==> config.mk <==
export PLATFORM = sky130hd
export DESIGN_NAME = alu_request_arbiter
export DESIGN_NICKNAME = d
export VERILOG_FILES = /design/src/rtl/alu_request_arbiter.sv
export SDC_FILE = /design/constraint.sdc
export NUM_CORES = 1
export LEC_CHECK = 0
export ABC_CLOCK_PERIOD_IN_PS = 3850
export BUFFER_PORTS_ARGS = -buffer_cell sky130_fd_sc_hd__buf_2
export CORE_MARGIN = 2
export CORE_UTILIZATION = 44
export CTS_CLUSTER_SIZE = 14
export DETAILED_ROUTE_END_ITERATION = 6
export PLACE_DENSITY = 0.82
export SLEW_MARGIN = 10
export SYNTH_ARGS = -nofsm -noshare
export SYNTH_HDL_FRONTEND = slang
export SYNTH_SLANG_ARGS = --single-unit
==> constraint.sdc <==
create_clock -name clock -period 3.85 [get_ports clock]
set_input_delay 0.1925 -clock clock [delete_from_list [all_inputs] [get_ports clock]]
set_output_delay 0.1925 -clock clock [all_outputs]
set_load 0.01 [all_outputs]
==> src/rtl/alu_request_arbiter.sv <==
// Round-robin arbiter that time-shares one external ALU between R requesters.
// Grants one operation, registers its operands, and returns the ALU result over a response handshake.
//
// state     | meaning
// ----------+----------------------------------------------------------
// S_IDLE    | searching request_valid from the pointer; grant latches operands
// S_EXECUTE | ALU inputs stable for one cycle; result captured at its end
// S_RESPOND | response_valid high until response_ready
module alu_request_arbiter #(
    parameter int N    = 4,
    parameter int R    = 2,
    parameter int ID_W = $clog2(R)
) (
    input  logic              clock,
    input  logic              reset,
    input  logic [R-1:0]      request_valid,
    output logic [R-1:0]      request_ready,
    input  logic [R*N-1:0]    request_a,
    input  logic [R*N-1:0]    request_b,
    input  logic [2*R-1:0]    request_operation_code,
    output logic [N-1:0]      alu_a,
    output logic [N-1:0]      alu_b,
    output logic [1:0]        alu_operation_code,
    input  logic [N-1:0]      alu_result,
    output logic              response_valid,
    input  logic              response_ready,
    output logic [N-1:0]      response_result,
    output logic [ID_W-1:0]   response_id,
    output logic              busy
);

    typedef enum logic [1:0] {
        S_IDLE    = 2'd0,
        S_EXECUTE = 2'd1,
        S_RESPOND = 2'd2
    } state_t;

    state_t          state;
    state_t          state_next;
    logic [ID_W-1:0] pointer;
    logic [ID_W-1:0] grant_idx;
    logic            grant_found;
    logic            grant_fire;
    logic [ID_W:0]   cand;

    // Rotating search: the first valid index at or above the pointer, wrapping past R-1.
    always_comb begin
        grant_found = 1'b0;
        grant_idx   = '0;
        cand        = '0;
        for (int k = 0; k < R; k++) begin
            cand = {1'b0, pointer} + (ID_W+1)'(k);
            if (cand >= (ID_W+1)'(R)) begin
                cand = cand - (ID_W+1)'(R);
            end
            if (!grant_found && request_valid[cand[ID_W-1:0]]) begin
                grant_found = 1'b1;
                grant_idx   = cand[ID_W-1:0];
            end
        end
    end

    assign grant_fire = (state == S_IDLE) && !reset && grant_found;

    always_comb begin
        request_ready = '0;
        if (grant_fire) begin
            request_ready[grant_idx] = 1'b1;
        end
    end

    always_comb begin
        state_next = state;
        case (state)
            S_IDLE:    if (grant_fire) state_next = S_EXECUTE;
            S_EXECUTE: state_next = S_RESPOND;
            S_RESPOND: if (response_ready) state_next = S_IDLE;
            default:   state_next = S_IDLE;
        endcase
    end

    always_ff @(posedge clock) begin
        if (reset) begin
            state <= S_IDLE;
        end else begin
            state <= state_next;
        end
    end

    // Operand/result registers only move on a grant or at the end of EXECUTE.
    always_ff @(posedge clock) begin
        if (reset) begin
            pointer            <= '0;
            alu_a              <= '0;
            alu_b              <= '0;
            alu_operation_code <= '0;
            response_result    <= '0;
            response_id        <= '0;
        end else begin
            if (grant_fire) begin
                alu_a              <= request_a[grant_idx*N +: N];
                alu_b              <= request_b[grant_idx*N +: N];
                alu_operation_code <= request_operation_code[grant_idx*2 +: 2];
                response_id        <= grant_idx;
                pointer            <= (grant_idx == ID_W'(R-1)) ? '0 : grant_idx + 1'b1;
            end
            if (state == S_EXECUTE) begin
                response_result <= alu_result;
            end
        end
    end

    assign response_valid = (state == S_RESPOND);
    assign busy           = (state != S_IDLE);

endmodule
==> run metrics, run 1 <==
Routability Congestion 0.721; crit start category register; vias in the first global route 681; CP required 3.66 ns; CTS tree done; Filler Cells Inserted 148; nets roughly 150; max-slew violation count 0; status completed; sequential-to-total area share from yosys stat ~47%; crit path capture request_ready[0]; DRC viols 0; global-route usage over all layers between 10% and 20%; R2R cell count 3; number of vias per cell 5.26; achievable frequency 502 MHz; Relative slew margins a little under half; Yosys warnings 0; Initial Util between 40% and 50%; Post-Syn Area between 700 and 800 µm²; Root Driver clkbuf_4; number of synthesized flops with an enable pin 0; final setup fails 0; ys async rst share 0%; Area Overhead vs Synth 32.3%; fin crit share 51.7%; Hold Path Class primary input to register; Max-cap violations 0; Die Wd approximately 46 µm; CTS Buffer Depth 2; Sum Neg Setup Slack 0 ns; Num CTS Buffers 3; P per Cell Area just over 400 mW/mm²; Die Area about 0.0021 mm²; area leader, netlist dfxtp_1; core region area between 0.0015 and 0.002 mm²; mean routed wirelength per cell 12.8 µm; initial antenna violation count 0; Cells after Synth 80; Tightest Pin Transition around 0.80 ns; largest net degree at the start of global routing 15; # H-tree levels 1; predominant post-synthesis flop cell dfxtp_1; Detail Placement HPWL around 1400 µm; Cell Rows 15; Die Y 45.9 µm; synth cell count leaders dfxtp_1, a221o_1, nand2_1, nor3_1, nor2_1; Post-CTS Setup Inserts 0; total number of vias 741; final core occ between 60 and 70%; grt ovf 0; # clock sinks 18; fin crit period about 2 ns; # IOs between 40 and 50; crit path kind register to primary output; mean post-synth cell area ~9.6 µm²; leak pwr between 0.0005 and 0.0006 µW; top-count cell post-synth dfxtp_1; synth unique cells 19; Pre-Repair DR Iteration Count 4; CP max FO 13; RSZ-0062 raised after global routing false; Mapped Nets 109; insertion delay to the later sink of the worst-skew pair 0.29 ns; Arr. time, crit path ~1.8 ns; ANT nets after route 0; CTS Hold Buffers Added 0; Area contributors post-synth dfxtp_1, a221o_1, nor3_1; Fin. Hold Viols 0; Reg clk slew, reported paths about 0.1 ns; Synth Register Bits 18; maximum VDD drop 306 µV; nature of the critical path endpoint primary output; Setup Skew roughly 0.0087 ns; initial DRC count 17; Gates resized, CTS repair 0; r2r setup slk around 2.3 ns; global-route wire length before repair approximately 2700 µm; ANT cells 0; worst setup path start state[0]$_SDFFE_PP0P_; reg2reg end alu_b[2]$_SDFFE_PP0P_; DRT Wirelength 1800 µm; Crit Reg-Reg Startpoint state[0]$_SDFFE_PP0P_; share of layout cells above drive strength 1 between 40% and 50%; share of the synthesized area in the top cell type between 40% and 50%; port bufs 47
-- critical path, stage by stage, from the launching register on --
cell	delay, ns
dfxtp_1	0.35
or3_4	0.46
a211oi_4	0.48
buf_2	0.22
-- worst min path at each step --
stage                               from                                  to  slack (ns)  depth (start not counted)
2_1_floorplan               request_a[0]               alu_a[0]$_SDFFE_PP0P_        0.33                          1
3_3_place_gp                request_a[2]               alu_a[2]$_SDFFE_PP0P_        0.42                          2
3_5_place_dp   request_operation_code[0]  alu_operation_code[0]$_SDFFE_PP0P_        0.42                          2
4_1_cts        request_operation_code[0]  alu_operation_code[0]$_SDFFE_PP0P_        0.11                          2
5_1_grt                     request_a[0]               alu_a[0]$_SDFFE_PP0P_        0.11                          2
6_report       request_operation_code[0]  alu_operation_code[0]$_SDFFE_PP0P_        0.12                          2
-- stage by stage --
stage               hold WS, ns  power (µW)  area [µm²]  setup WS (ns)  instances
floorplan                 0.332         277         771           2.51         80
global placement          0.421         311         983           2.18        137
detailed placement        0.419         313         983           2.15        137
CTS                       0.113         425        1020           1.86        141
global route              0.107         449        1020           1.72        141
finish                    0.120         422        1020           1.86        141
-- report_power, final --
part / switching [µW] / internal (µW)
clock: 55.5 / 57.5
sequential: 10.8 / 204
combinational: 49.4 / 44.4
-- flip-flops by register name, summed over array words and instances, names as in the netlist --
| signal | count |
|---|---|
| state | 2 |
| pointer | 1 |
| response_result | 4 |
| alu_b | 4 |
| alu_a | 4 |
| response_id | 1 |
| alu_operation_code | 2 |
-- logic make-up after synthesis --
| logic type | share of synthesized area [%] |
|---|---|
| flip-flops | 46.8 |
| multiplexers | 5.20 |
| AO/OA/AOI/OAI | 19.6 |
| buffers and inverters | 6.66 |
| AND/OR/NAND/NOR | 21.8 |
-- routing by layer --
metal	global-route usage, %	part of all wire [%]	vias up
li1	-	-	373
met1	20.8	43	340
met2	28.3	51	26
met3	3.97	5.8	2
met4	7.43	0.56	0
met5	0	0	-
-- cells in the final DEF (no fill, tap or decap) --
cell and n:
buf_2 47, or3_4 1, nor2_1 5, a211oi_4 1
nand2_1 10, nor2b_1 3, or2_2 1, dfxtp_1 18
nor3b_2 1, nand2b_1 2, a311oi_1 1, clkbuf_4 3
a21o_1 1, mux2i_1 4, nor3_1 10, a21oi_1 3
a221o_1 10, clkbuf_8 1, inv_1 2
-- layout make-up --
cell class                 count  area, µm²  area share, %
inverter                       2       7.51          0.736
sequential                    18        360           35.3
clock buffer                   4       36.3           3.56
multi-input combinational     53        359           35.2
tap                           17       21.3           2.09
timing repair buffer          47        235           23.1
Note: power is estimated with default switching activity, not from simulation.
==> inputs of run 2 (changes only) <==
--- a/config.mk
+++ b/config.mk
@@ -5,13 +5,13 @@
 export SDC_FILE = /design/constraint.sdc
 export NUM_CORES = 1
 export LEC_CHECK = 0
-export ABC_CLOCK_PERIOD_IN_PS = 3850
+export ABC_CLOCK_PERIOD_IN_PS = 1800
 export BUFFER_PORTS_ARGS = -buffer_cell sky130_fd_sc_hd__buf_2
 export CORE_MARGIN = 2
-export CORE_UTILIZATION = 44
+export CORE_UTILIZATION = 37
 export CTS_CLUSTER_SIZE = 14
 export DETAILED_ROUTE_END_ITERATION = 6
-export PLACE_DENSITY = 0.82
+export PLACE_DENSITY = 0.74
 export SLEW_MARGIN = 10
 export SYNTH_ARGS = -nofsm -noshare
 export SYNTH_HDL_FRONTEND = slang
==> constraint.sdc (replaced) <==
create_clock -name clock -period 1.8 [get_ports clock]
set_input_delay 0.09 -clock clock [delete_from_list [all_inputs] [get_ports clock]]
set_output_delay 0.09 -clock clock [all_outputs]
set_load 0.01 [all_outputs]
==> run metrics, run 2 (synthesized netlist as in run 1, its figures left out) <==
crit start category register (unchanged); status completed (unchanged); number of vias per cell 4.85 (was 5.26); nets 159 (was 154); initial antenna violation count 0 (unchanged); ANT cells 0 (unchanged); max-slew violation count 0 (unchanged); ANT nets after route 0 (unchanged); grt ovf 0 (unchanged); Relative slew margins 80.8% (was 46.3%); Num CTS Buffers 3 (unchanged); vias in the first global route 692 (was 681); mean routed wirelength per cell 12.1 µm (was 12.8 µm); maximum VDD drop 476 µV (was 306 µV); share of layout cells above drive strength 1 45.0% (was 44.4%); Sum Neg Setup Slack 0 ns (unchanged); crit path cell chain or3_4, a211oi_4, buf_2 (unchanged); Arr. time, crit path 1.50 ns (was 1.80 ns); insertion delay to the later sink of the worst-skew pair 0.29 ns (about the same); CP max FO 13 (unchanged); Hold Path Class primary input to register (unchanged); DRT Wirelength 1890 µm (was 1800 µm); final core occ 54.8% (was 60.4%); largest net degree at the start of global routing 15 (unchanged); DRC viols 0 (unchanged); # H-tree levels 1 (unchanged); Cell Rows 16 (was 15); Tightest Pin Transition 0.288 ns (was 0.805 ns); Pre-Repair DR Iteration Count 4 (unchanged); # clock sinks 18 (unchanged); fin crit share between 80 and 90%; nature of the critical path endpoint primary output (unchanged); core region area 0.00196 mm² (was 0.00169 mm²); global-route usage over all layers 16.4% (was 17.1%); Routability Congestion 0.789 (was 0.721); RSZ-0062 raised after global routing false (unchanged); largest registers alu_a: 4 flops, alu_b: 4 flops, response_result: 4 flops (unchanged); Fin. Hold Viols 0 (unchanged); Area Overhead vs Synth 39.4% (was 32.3%); Die Y 49.6 µm (was 45.9 µm); # IOs 48 (unchanged); Reg clk slew, reported paths 0.10 ns (about the same); pre-CTS setup slack 0.224 ns (was 2.15 ns); WHS 0.0130 ns (was 0.120 ns); CTS tree done (unchanged); Initial Util 39.3% (was 45.6%); CTS Buffer Depth 2 (unchanged); Die Wd 49.6 µm (was 45.9 µm); commonest non-fill, non-tap cell in the layout buf_2 (unchanged); most frequent cells in the layout buf_2, dfxtp_1, nand2_1, nor3_1, a221o_1 (unchanged); setup ws final 0.215 ns (was 1.86 ns); Die Area 0.00246 mm² (was 0.00210 mm²); initial DRC count 13 (was 17); leak pwr 0.000556 µW (was 0.000532 µW); fin crit period around 1.6 ns; max incr delay on CP 0.47 ns (was 0.48 ns); Root Driver clkbuf_4 (unchanged); Max-cap violations 0 (unchanged); Critical-path top delay cell or3_4 (was a211oi_4); port bufs 47 (unchanged); achievable frequency around 630 MHz; CP required 1.71 ns (was 3.66 ns); Setup Skew 0.00723 ns (was 0.00873 ns); total number of vias 757 (was 741); Detail Placement HPWL 1430 µm (was 1360 µm); crit path kind register to primary output (unchanged); final setup fails 0 (unchanged); P per Cell Area 852 mW/mm² (was 414 mW/mm²); global-route wire length before repair 3070 µm (was 2680 µm)
run 2: changes by cell type in the layout (fill, tap and decap cells not counted), sizes merged:
cell and change:
buf +3, dlygate4sd3 +2
run 2: power by group:
group	switching (µW)	leakage, µW	total [µW]	internal [µW]
combinational	107	0.000387	212	105
clock	121	0.0000210	244	123
sequential	23.3	0.000148	461	437
run 2: cell type report:
type	instances	area (µm²)
clock buffers	4	36.3
fillers	201	887
inverters	2	7.51
multi-input cells	53	359
flip-flops and latches	18	360
well taps	27	33.8
repair buffers	52	278
run 2: critical path, delay by kind of cell, from the launching register on:
kind / cells / cell delay, ns
DFF: 1 / 0.34
and+or+nand+nor: 1 / 0.47
AOI/OAI and AO/OA: 1 / 0.21
buffers and inverters: 1 / 0.17
run 2: worst paths after layout:
kind / slack (ns) / from / cells after the start / to
worst max-delay path: 0.21 / state[1]$_SDFFE_PP0P_ / 3 / request_ready[0]
worst min-delay path: 0.01 / request_a[0] / 2 / alu_a[0]$_SDFFE_PP0P_
worst max register to register: 0.34 / state[1]$_SDFFE_PP0P_ / 4 / alu_b[1]$_SDFFE_PP0P_
worst min register to register: 0.48 / response_id$_SDFFE_PP0P_ / 1 / response_id$_SDFFE_PP0P_
run 2: repair_timing:
action	in CTS	in global routing
setup endpoints to repair	1	0
hold buffers	0	2
resized for setup	0	0
hold endpoints to repair	0	2
setup buffers	1	0
run 2: metal layers:
metal	share of wire, %	track usage [%]	wire, µm
met3	5.1	6.97	97
met5	0	0	0
met1	43	17.1	812
met4	1.3	6.48	25
met2	50	28.7	953
run 2: stage by stage:
stage,cells,power (µW),cell area [µm²]
after global routing,156,968,1070
after floorplan,80,592,771
after global placement,149,671,1010
after detailed placement,149,677,1010
after CTS,154,925,1050
final,156,916,1070
==> inputs of run 3 (changes only) <==
--- a/config.mk
+++ b/config.mk
@@ -5,13 +5,13 @@
 export SDC_FILE = /design/constraint.sdc
 export NUM_CORES = 1
 export LEC_CHECK = 0
-export ABC_CLOCK_PERIOD_IN_PS = 1800
+export ABC_CLOCK_PERIOD_IN_PS = 1700
 export BUFFER_PORTS_ARGS = -buffer_cell sky130_fd_sc_hd__buf_2
 export CORE_MARGIN = 2
-export CORE_UTILIZATION = 37
+export CORE_UTILIZATION = 41
 export CTS_CLUSTER_SIZE = 14
 export DETAILED_ROUTE_END_ITERATION = 6
-export PLACE_DENSITY = 0.74
+export PLACE_DENSITY = 0.77
 export SLEW_MARGIN = 10
 export SYNTH_ARGS = -nofsm -noshare
 export SYNTH_HDL_FRONTEND = slang
==> constraint.sdc (replaced) <==
create_clock -name clock -period 1.7 [get_ports clock]
set_input_delay 0.085 -clock clock [delete_from_list [all_inputs] [get_ports clock]]
set_output_delay 0.085 -clock clock [all_outputs]
set_load 0.01 [all_outputs]
==> run metrics, run 3 (synthesized netlist as in run 1, its figures left out) <==
insertion delay to the later sink of the worst-skew pair 0.28 ns (was 0.29 ns); CP required 1.62 ns (was 1.71 ns); final setup fails 0 (unchanged); CP max FO 13 (unchanged); Arr. time, crit path 1.52 ns (was 1.50 ns); CTS tree done (unchanged); global-route wire length before repair 2960 µm (was 3070 µm); crit start category register (unchanged); nature of the critical path endpoint primary output (unchanged); mean routed wirelength per cell 12.8 µm (was 12.1 µm); # clock sinks 18 (unchanged); Root Driver clkbuf_4 (unchanged); core region area 0.00175 mm² (was 0.00196 mm²); ANT nets after route 0 (unchanged); Die Y 47.4 µm (was 49.6 µm); Sum Neg Setup Slack 0 ns (unchanged); Die Area 0.00224 mm² (was 0.00246 mm²); Clk network pwr share 21.8% (was 26.6%); Inst Count DP 148 (was 149); largest net degree at the start of global routing 15 (unchanged); number of vias per cell 4.99 (was 4.85); Setup Skew 0.00351 ns (was 0.00723 ns); maximum VDD drop 539 µV (was 476 µV); fin crit share a little over nine tenths; crit path kind register to primary output (unchanged); pre-CTS setup slack 0.187 ns (was 0.224 ns); largest registers alu_a: 4 flops, alu_b: 4 flops, response_result: 4 flops (unchanged); # IOs 48 (unchanged); ANT cells 0 (unchanged); Fin. Hold Viols 0 (unchanged); placed instance area 0.00102 mm² (was 0.00101 mm²); met3 Use GR 4.62% (was 6.97%); Net Sw Power 258 µW (was 251 µW); final core occ 59.9% (was 54.8%); Initial Util 44.2% (was 39.3%); # H-tree levels 1 (unchanged); internal power 654 µW (was 665 µW); Filler Cells Inserted 168 (was 201); switch share 28.3% (was 27.4%); fin crit period approximately 1.6 ns; DRT Wirelength 1940 µm (was 1890 µm); Detail Placement HPWL 1440 µm (was 1430 µm); max-slew violation count 0 (unchanged); Num CTS Buffers 3 (unchanged); port bufs 47 (unchanged); RSZ-0062 raised after global routing false (unchanged); Relative slew margins 78.8% (was 80.8%); DRC viols 0 (unchanged); initial antenna violation count 0 (unchanged); most frequent cells in the layout buf_2, dfxtp_1, nand2_1, nor3_1, a221o_1 (unchanged); grt ovf 0 (unchanged); vias in the first global route 680 (was 692); Area Overhead vs Synth 35.6% (was 39.4%); Tightest Pin Transition 0.318 ns (was 0.288 ns); grt peak-use layer met2 (unchanged); Flop pwr share 53.6% (was 50.3%); Pre-Repair DR Iteration Count 4 (unchanged); Layout Cells excl Fill 151 (was 156); Cell Rows 15 (was 16); met1 global-route usage 23.5% (was 17.1%); Logic pwr share 24.7% (was 23.1%); nets 157 (was 159); status completed (unchanged); initial DRC count 9 (was 13); Routability Congestion 0.755 (was 0.789); Hold Path Class primary input to register (unchanged); fin area 0.00104 mm² (was 0.00107 mm²); CTS Buffer Depth 2 (unchanged); P per Cell Area 873 mW/mm² (was 852 mW/mm²); GR Util met2 30.5% (was 28.7%); total number of vias 753 (was 757); Max-cap violations 0 (unchanged); achievable frequency around 620 MHz; Reg clk slew, reported paths 0.10 ns (about the same); CTS Hold Buffers Added 0 (unchanged); share of layout cells above drive strength 1 45.2% (was 45.0%); commonest non-fill, non-tap cell in the layout buf_2 (unchanged); setup ws final 0.0977 ns (was 0.215 ns); global-route usage over all layers 18.8% (was 16.4%); Die Wd 47.4 µm (was 49.6 µm); leak pwr 0.000543 µW (was 0.000556 µW)
==> run 3: power by group through the flow <==
| stage | logic (µW) | registers [µW] | clock network [µW] |
|---|---|---|---|
| 2_1_floorplan | 116 | 512 | 0 |
| 3_3_place_gp | 219 | 496 | 0 |
| 3_5_place_dp | 225 | 497 | 0 |
| 4_1_cts | 226 | 488 | 209 |
| 5_1_grt | 247 | 493 | 226 |
| 6_report | 225 | 488 | 198 |
==> run 3: cell type report <==
class	instances	area, µm²	area share [%]
clock buffers	3	22.5	2.16
inverters	2	7.51	0.719
multi-input cells	53	365	35.0
flip-flops and latches	18	360	34.5
well taps	25	31.3	2.99
repair buffers	50	258	24.7
==> run 3: layer usage <==
layer | vias to the layer above | routed length, µm
met4 | 0 | 15
met5 | - | 0
met3 | 2 | 94
li1 | 379 | -
met2 | 22 | 1060
met1 | 350 | 763
==> run 3: timing repair <==
action	4_1_cts	5_1_grt
gates resized for setup	0	1
setup endpoints to repair	1	1
buffers inserted	1	0
pin swaps	1	0
==> run 3: critical path: stages, from the launching register on <==
cell and delay (ns):
dfxtp_1 0.35, or3_4 0.49, nor3b_4 0.23, buf_2 0.16
==> run 3: stage by stage <==
stage | total power (µW) | hold WS [ns]
after floorplan | 627 | 0.224
final | 912 | 0.0197
after CTS | 924 | 0.0139
after detailed placement | 721 | 0.310
after global placement | 715 | 0.310
after global routing | 966 | 0.0138
==> run 3: final timing paths <==
kind / slack, ns / to / cells past startpoint / startpoint
setup / recovery: 0.1 / request_ready[1] / 3 / state[1]$_SDFFE_PP0P_
setup reg to reg: 0.22 / alu_a[2]$_SDFFE_PP0P_ / 4 / state[1]$_SDFFE_PP0P_
hold reg to reg: 0.47 / response_id$_SDFFE_PP0P_ / 1 / response_id$_SDFFE_PP0P_
hold / removal: 0.02 / alu_operation_code[0]$_SDFFE_PP0P_ / 2 / request_operation_code[0]
